==> config.mk <==
export PLATFORM = sky130hd
export DESIGN_NAME = comp_serial_ctrl
export DESIGN_NICKNAME = d
export VERILOG_FILES = /design/src/rtl/comp_serial_ctrl.sv
export SDC_FILE = /design/constraint.sdc
export NUM_CORES = 1
export LEC_CHECK = 0
export BUFFER_PORTS_ARGS = -buffer_cell sky130_fd_sc_hd__buf_2
export CAP_MARGIN = 10
export CORE_MARGIN = 5
export CORE_UTILIZATION = 35
export DETAILED_ROUTE_END_ITERATION = 16
export HOLD_SLACK_MARGIN = 0.15
export PLACE_DENSITY = 0.66
export SLEW_MARGIN = 10
export SYNTH_ARGS = -nofsm -noshare
export SYNTH_HDL_FRONTEND = slang
export SYNTH_SLANG_ARGS = --single-unit
==> constraint.sdc <==
create_clock -name clk -period 3.1 [get_ports clk]
set_clock_uncertainty 0.05 [all_clocks]
set_input_delay 0.31 -clock clk [delete_from_list [all_inputs] [get_ports clk]]
set_output_delay 0.31 -clock clk [all_outputs]
set_load 0.005 [all_outputs]
==> src/rtl/comp_serial_ctrl.sv <==
// Serial magnitude comparator: one SLICE-bit compare per cycle, scanned MSB-first,
// stopping at the first unequal slice. Valid/ready handshakes on both sides.
module comp_serial_ctrl #(
  parameter int WIDTH = 16,
  parameter int SLICE = 4
) (
  input  logic                              clk,
  input  logic                              rst_n,
  input  logic                              in_valid,
  output logic                              in_ready,
  input  logic [WIDTH-1:0]                  A,
  input  logic [WIDTH-1:0]                  B,
  output logic                              out_valid,
  input  logic                              out_ready,
  output logic                              out_A_G_B,
  output logic                              out_A_E_B,
  output logic                              out_A_L_B,
  output logic [$clog2(WIDTH/SLICE+1)-1:0]  slices_used
);

  localparam int N    = WIDTH / SLICE;
  localparam int IDXW = (N > 1) ? $clog2(N) : 1;
  localparam int CNTW = $clog2(N + 1);
  localparam logic [IDXW-1:0] IDX_TOP = IDXW'(N - 1);

  typedef enum logic [1:0] {IDLE, CMP, DONE} state_e;

  state_e            state_q, state_d;
  logic [WIDTH-1:0]  a_q, a_d;
  logic [WIDTH-1:0]  b_q, b_d;
  logic [IDXW-1:0]   idx_q, idx_d;
  logic [CNTW-1:0]   cnt_q, cnt_d;
  logic              gt_q, gt_d;
  logic              eq_q, eq_d;
  logic              lt_q, lt_d;

  // Slice views of the registered operands; idx selects the one under test.
  logic [SLICE-1:0]  a_sl [N];
  logic [SLICE-1:0]  b_sl [N];
  logic [SLICE-1:0]  a_cur, b_cur;

  generate
    for (genvar gi = 0; gi < N; gi++) begin : g_slice
      assign a_sl[gi] = a_q[gi*SLICE +: SLICE];
      assign b_sl[gi] = b_q[gi*SLICE +: SLICE];
    end
  endgenerate

  assign a_cur = a_sl[idx_q];
  assign b_cur = b_sl[idx_q];

  always_comb begin
    state_d = state_q;
    a_d     = a_q;
    b_d     = b_q;
    idx_d   = idx_q;
    cnt_d   = cnt_q;
    gt_d    = gt_q;
    eq_d    = eq_q;
    lt_d    = lt_q;
    case (state_q)
      IDLE: begin
        if (in_valid) begin
          a_d     = A;
          b_d     = B;
          idx_d   = IDX_TOP;
          cnt_d   = '0;
          gt_d    = 1'b0;
          eq_d    = 1'b0;
          lt_d    = 1'b0;
          state_d = CMP;
        end
      end
      CMP: begin
        cnt_d = cnt_q + CNTW'(1);
        if (a_cur > b_cur) begin
          gt_d    = 1'b1;
          state_d = DONE;
        end else if (a_cur < b_cur) begin
          lt_d    = 1'b1;
          state_d = DONE;
        end else if (idx_q == '0) begin
          eq_d    = 1'b1;
          state_d = DONE;
        end else begin
          idx_d = idx_q - IDXW'(1);
        end
      end
      DONE: begin
        if (out_ready) state_d = IDLE;
      end
      default: state_d = IDLE;
    endcase
  end

  always_ff @(posedge clk or negedge rst_n) begin
    if (!rst_n) begin
      state_q <= IDLE;
      a_q     <= '0;
      b_q     <= '0;
      idx_q   <= '0;
      cnt_q   <= '0;
      gt_q    <= 1'b0;
      eq_q    <= 1'b0;
      lt_q    <= 1'b0;
    end else begin
      state_q <= state_d;
      a_q     <= a_d;
      b_q     <= b_d;
      idx_q   <= idx_d;
      cnt_q   <= cnt_d;
      gt_q    <= gt_d;
      eq_q    <= eq_d;
      lt_q    <= lt_d;
    end
  end

  assign in_ready    = (state_q == IDLE);
  assign out_valid   = (state_q == DONE);
  assign out_A_G_B   = gt_q;
  assign out_A_E_B   = eq_q;
  assign out_A_L_B   = lt_q;
  assign slices_used = cnt_q;

endmodule

# ---- Word-level counts from Yosys, hierarchy flattened
# Cells that the tools add are included.
# Widths: inputs -> output; s select.
dict set report classes {
  n_addsub 2
  order_cmp 3
  eq_ne 11
  n_mux 29
  bitwise 1
  reduce_logical 10
}
# op count
set op_table {}
lappend op_table {{$mux 2} 9}
lappend op_table {{$bmux 4 s2} 2}
lappend op_table {{$mux 4} 4}
lappend op_table {{$ne 2x2->1 const B} 7}
lappend op_table {{$reduce_and 5->1} 2}
lappend op_table {{$mux 1} 7}
lappend op_table {{$pmux 1 s2} 3}
lappend op_table {{$pmux 2 s3} 1}
lappend op_table {{$pmux 3 s2} 1}
lappend op_table {{$reduce_and 3->1} 2}
lappend op_table {{$gt 4x4->1} 1}
lappend op_table {{$logic_not 2->1} 2}
lappend op_table {{$lt 4x4->1} 1}
lappend op_table {{$ne 4x4->1 const B} 1}
lappend op_table {{$pmux 2 s2} 1}
lappend op_table {{$reduce_and 2->1} 2}
lappend op_table {{$reduce_and 4->1} 1}
lappend op_table {{$add 3x1->3 const B} 1}
lappend op_table {{$ge 3x3->1 const B} 1}
lappend op_table {{$mux 3} 1}
lappend op_table {{$not 2->3} 1}
lappend op_table {{$eq 2x1->1 const B} 1}
lappend op_table {{$eq 2x2->1 const B} 1}
lappend op_table {{$ne 2x1->1 const B} 1}
lappend op_table {{other kinds (2)} 2}
dict set report totals {
  register_bits 42
  inputBits 36
  wordCells 64
}

# ---- Logic depth before layout (Yosys ltp)
dict set report logic_depth {
  ltp_word 8
  depth_mapped 8
}

# ---- Worst setup path after synthesis
# No wires, ideal clock.
dict set report synth_path {
  path_kind {register -> register}
  from {reg idx_q[0]}
  to {reg idx_q[1]}
  arrival_ps 2023
  slack_ps 908
  stages_incl_launch_ff 8
  synth_period_minus_slack_ps 2192
  cell_sequence {dfrtp_1 > buf_4 > mux4_2 > ha_1 > nor4b_4 > nor2_2 > o21a_1 > o21a_1}
}
dict set report synth_between {
  elab_chain_cells 7
  word_cells_on_any_way 19
  classes_between {add/sub: 1; order compare: 2; eq/ne: 3; mux: 10; bitwise: 1; reduce/logical: 2}
}
# item line_no
set synth_rtl {}
lappend synth_rtl {{from (decl)} 31} ;# logic [IDXW-1:0] idx_q, idx_d;
lappend synth_rtl {{from (signal assigned)} 110} ;# idx_q <= idx_d;
lappend synth_rtl {{$not 2->3 (implied by the code)} {49, 50}}
lappend synth_rtl {{$bmux 4 s2 (on tied branches)} {49, 50}}
lappend synth_rtl {{$mux 4 (on tied branches) (2 in a row)} {49, 50}}
lappend synth_rtl {{$lt 4x4->1 / $gt 4x4->1 (equally long branches)} {79, 76}}
lappend synth_rtl {{$ne 2x2->1 (no line)} n/a}
lappend synth_rtl {{$reduce_and 5->1 (no line)} n/a}
# Several ways; a longest one is shown, not always the timed one. The select of a mux whose other input is x is not followed.
# A chain may end at the register's enable or synchronous reset.

# ---- Final worst setup path
dict set report layout_path {
  from {reg idx_q[0]}
  to {reg idx_q[0]}
}
# The elaborated chain is that of the path after synthesis.

==> qor.yml <==
sta:
  slew_violations: 0
  setup_ws_ns: 0.569
  period_minus_slack_ns: 2.53
  finalSetupTns_ns: 0
  worstMarginPinSlew_ns: 0.906
  fmax_ghz: 0.395
  setup_viol: 0
  grt_setup_unrepaired: "no"
  hold_viol: 0
  max_slew_margin_pct: 39.6
  hold-worst-slack_ns: 0.155
  fin_crit_sh_pct: 81.7
clock_network:
  htreeDepth: 2
  cts_num_sinks: 42
  cts_resized: 0
  cts.clk_slew.worst_paths_ns: 0.08
  holdBufCountCts: 15
  root_buffer: "clkbuf_8"
  clk_latency_ns: 0.30
  cts-buffers-inserted: 5
  cts_setup_buffers: 0
  clockBufferDepth: 2
  cts_tree: "built"
layout:
  area_growth_pct: 25.5
  multi_input_comb_area_sq_um: 861
  layout-drive-gt1-share_pct: 24.7
  seqCellArea_sq_um: 1050
  finalNetCount: 304
  fillCellCount: 554
  instances_no_fill: 335
  diodes: 0
power_and_ir_drop:
  power_density_nw_per_um2: 951
  seq_power_share_pct: 41.9
  p_leak_nw: 1.31
  p_clk_share_pct: 15.2
  internal_power_mw: 1.48
  switchingPower_mw: 0.898
  power.share.switching_pct: 37.8
  combPwrFrac_pct: 42.9
  ir_drop_v: 0.000336
  power_mw: 2.37
yosys:
  synth_cell_types: 27
  yosysTopAreaCell: "dfrtp_1"
  synth_top_area_share_pct: 52.8
  synth_area_leaders: "dfrtp_1 53%, nand2_1 19%, mux4_2 9.1%"
  syn_area_sq_um: 1990
  synth_fp_nets: 247
  synth_area_per_cell_sq_um: 9.70
  ys_ff_latch: 42
  synthesis.yosys.warnings: 0
  yosysSeqAreaShare_pct: 52.8
  syn_inst: 205
floorplanning:
  row_count: 27
  die_height_um: 85.4
  die_w_um: 85.4
  dieArea_sq_um: 7290
  io_pins: 44
  start_util_pct: 36.1
  core-area_sq_um: 5510
worst_setup_path:
  crit_path_max_fanout: 11
  worst_ep_arrival_time_ns: 2.65
  setup.worst_path.class: "reg -> reg"
  cp_slowest_cell: "dfrtp_1"
  critPathMaxStageDelay_ns: 0.70
  end_kind: "flip-flop"
  crit_required_ns: 3.22
  crit_chain: "mux4_2, ha_1, nand4_1, nor3_2, mux2i_1, a22oi_1"
  start_kind: "flip-flop"
placed_design:
  gp_congestion: 0.818
  dpl.hpwl_um: 3010
  dpl.cell_count: 312
  dp_slack_ns: 0.522
  place.port_buffers: 43
global_routing:
  grt_pass1_wl_um: 7480
  grt_max_degree: 43
  grt-ovfl-total: 0
  grt_pass1_vias: 1720
  antenna_found_initial: 0
  grt.total_usage_pct: 12.8
route:
  dr.pass1.iters: 4
  postRouteAntennaNets: 0
  wirelength_um: 4130
  vias_per_cell: 4.63
  drc_errors: 0
  via_count: 1552
  drtIter0Drc: 32
  wl_per_cell_um: 12.3
hold_path:
  hp-class: "in -> reg"
outcome:
  status: "finished, final reports clean"
run:
  maxCapViolations: 0
==> power by group through the flow <==
| stage | clock network (mW) | registers (mW) | logic (mW) |
|---|---|---|---|
| after CTS | 0.374 | 1.00 | 1.04 |
| final | 0.360 | 0.995 | 1.02 |
| after global placement | 0 | 1.00 | 0.983 |
| after global routing | 0.394 | 1.03 | 1.20 |
| after floorplan | 0 | 0.918 | 0.851 |
| after detailed placement | 0 | 1.01 | 1.02 |
==> layer usage <==
layer	track usage (%)	part of all wire (%)	wire length, um	up-vias
li1	-	-	-	775
met1	15.0	43	1790	740
met2	21.8	49	2010	33
met3	4.08	6.3	260	4
met4	4.75	1.5	63	0
met5	0	0	0	-
==> layout by cell type (no fill, tap or decap) <==
cell / n
nand2_1: 103
buf_2: 43
dfrtp_1: 42
dlygate4sd3_1: 15
mux4_2: 8
inv_1: 8
ha_1: 6
clkbuf_8: 6
o21ai_0: 4
a21oi_1: 3
nor2_2: 2
nand2b_1: 2
o21a_1: 2
nor2_1: 2
nor2b_1: 1
o21bai_2: 1
nor2_4: 1
nand4_1: 1
nor4b_4: 1
and2b_1: 1
nand4b_1: 1
xor2_1: 1
nor3_2: 1
mux2i_1: 1
a22oi_1: 1
a31oi_1: 1
a32o_1: 1
o2bb2ai_1: 1
clkbuf_1: 1
clkinv_2: 1
buf_4: 1
==> state kept, by name (all words and copies together), names as in the netlist <==
name         count
a_q             16
b_q             16
slices_used      3
idx_q            2
state_q          2
out_A_E_B        1
out_A_G_B        1
out_A_L_B        1
==> per-stage QoR <==
step	utilization, %	area [sq um]
3_3_place_gp	40.9	2250
3_5_place_dp	40.9	2250
6_report	45.3	2500
4_1_cts	45.3	2500
5_1_grt	45.3	2500
2_1_floorplan	-	1990
==> final cells by class <==
| class | count | share of cell area, % |
|---|---|---|
| repair buffers | 59 | 14.9 |
| clock buffers | 7 | 3.46 |
| clock inverters | 1 | 0.201 |
| well taps | 72 | 3.61 |
| flip-flops and latches | 42 | 42.1 |
| inverters | 8 | 1.20 |
| multi-input cells | 146 | 34.5 |
==> critical path, delay by kind of cell (launching register included) <==
family	cells	cell delay, ns
adders and majority gates	1	0.33
DFF	1	0.70
muxes	2	0.80
AOI/OAI and AO/OA	1	0.08
and+or+nand+nor	2	0.44
==> synth_stat cells (all sizes together) <==
| library cell | count |
|---|---|
| a22oi | 1 |
| o21a | 2 |
| nor2b | 1 |
| nand2b | 2 |
| mux2i | 1 |
| dfrtp | 42 |
| nand4 | 1 |
| and2b | 1 |
| inv | 8 |
| a32o | 1 |
| o21bai | 1 |
| buf | 9 |
| xor2 | 1 |
| ha | 6 |
| o2bb2ai | 1 |
| a21oi | 3 |
| nor2 | 5 |
| nand2 | 103 |
| o21ai | 4 |
| a31oi | 1 |
| nor3 | 1 |
| nor4b | 1 |
| mux4 | 8 |
| nand4b | 1 |
==> kinds of logic (layout without fill, tap and decap cells) <==
family / count (synthesis) / count (layout) / synth area share (%)
flops: 42 / 42 / 52.8
mux: 9 / 9 / 9.56
compound gates: 14 / 14 / 4.72
buf+inv: 17 / 75 / 3.90
simple gates: 116 / 116 / 24.8
xor+xnor: 1 / 1 / 0.440
fa+ha+maj: 6 / 6 / 3.77
==> path summary, 6_finish.rpt <==
path / start / to / slack [ns] / depth (start not counted)
setup / recovery: idx_q[0] / idx_q[0] / 0.57 / 6
hold / removal: B[8] / b_q[8] / 0.16 / 3
setup reg to reg: idx_q[0] / idx_q[0] / 0.57 / 6
hold reg to reg: b_q[8] / b_q[8] / 0.42 / 2
max in group asynchronous: rst_n / b_q[5] / 1.80 / 2
min in group asynchronous: rst_n / slices_used[0] / 0.62 / 2
(Power assumes the default switching activity.)
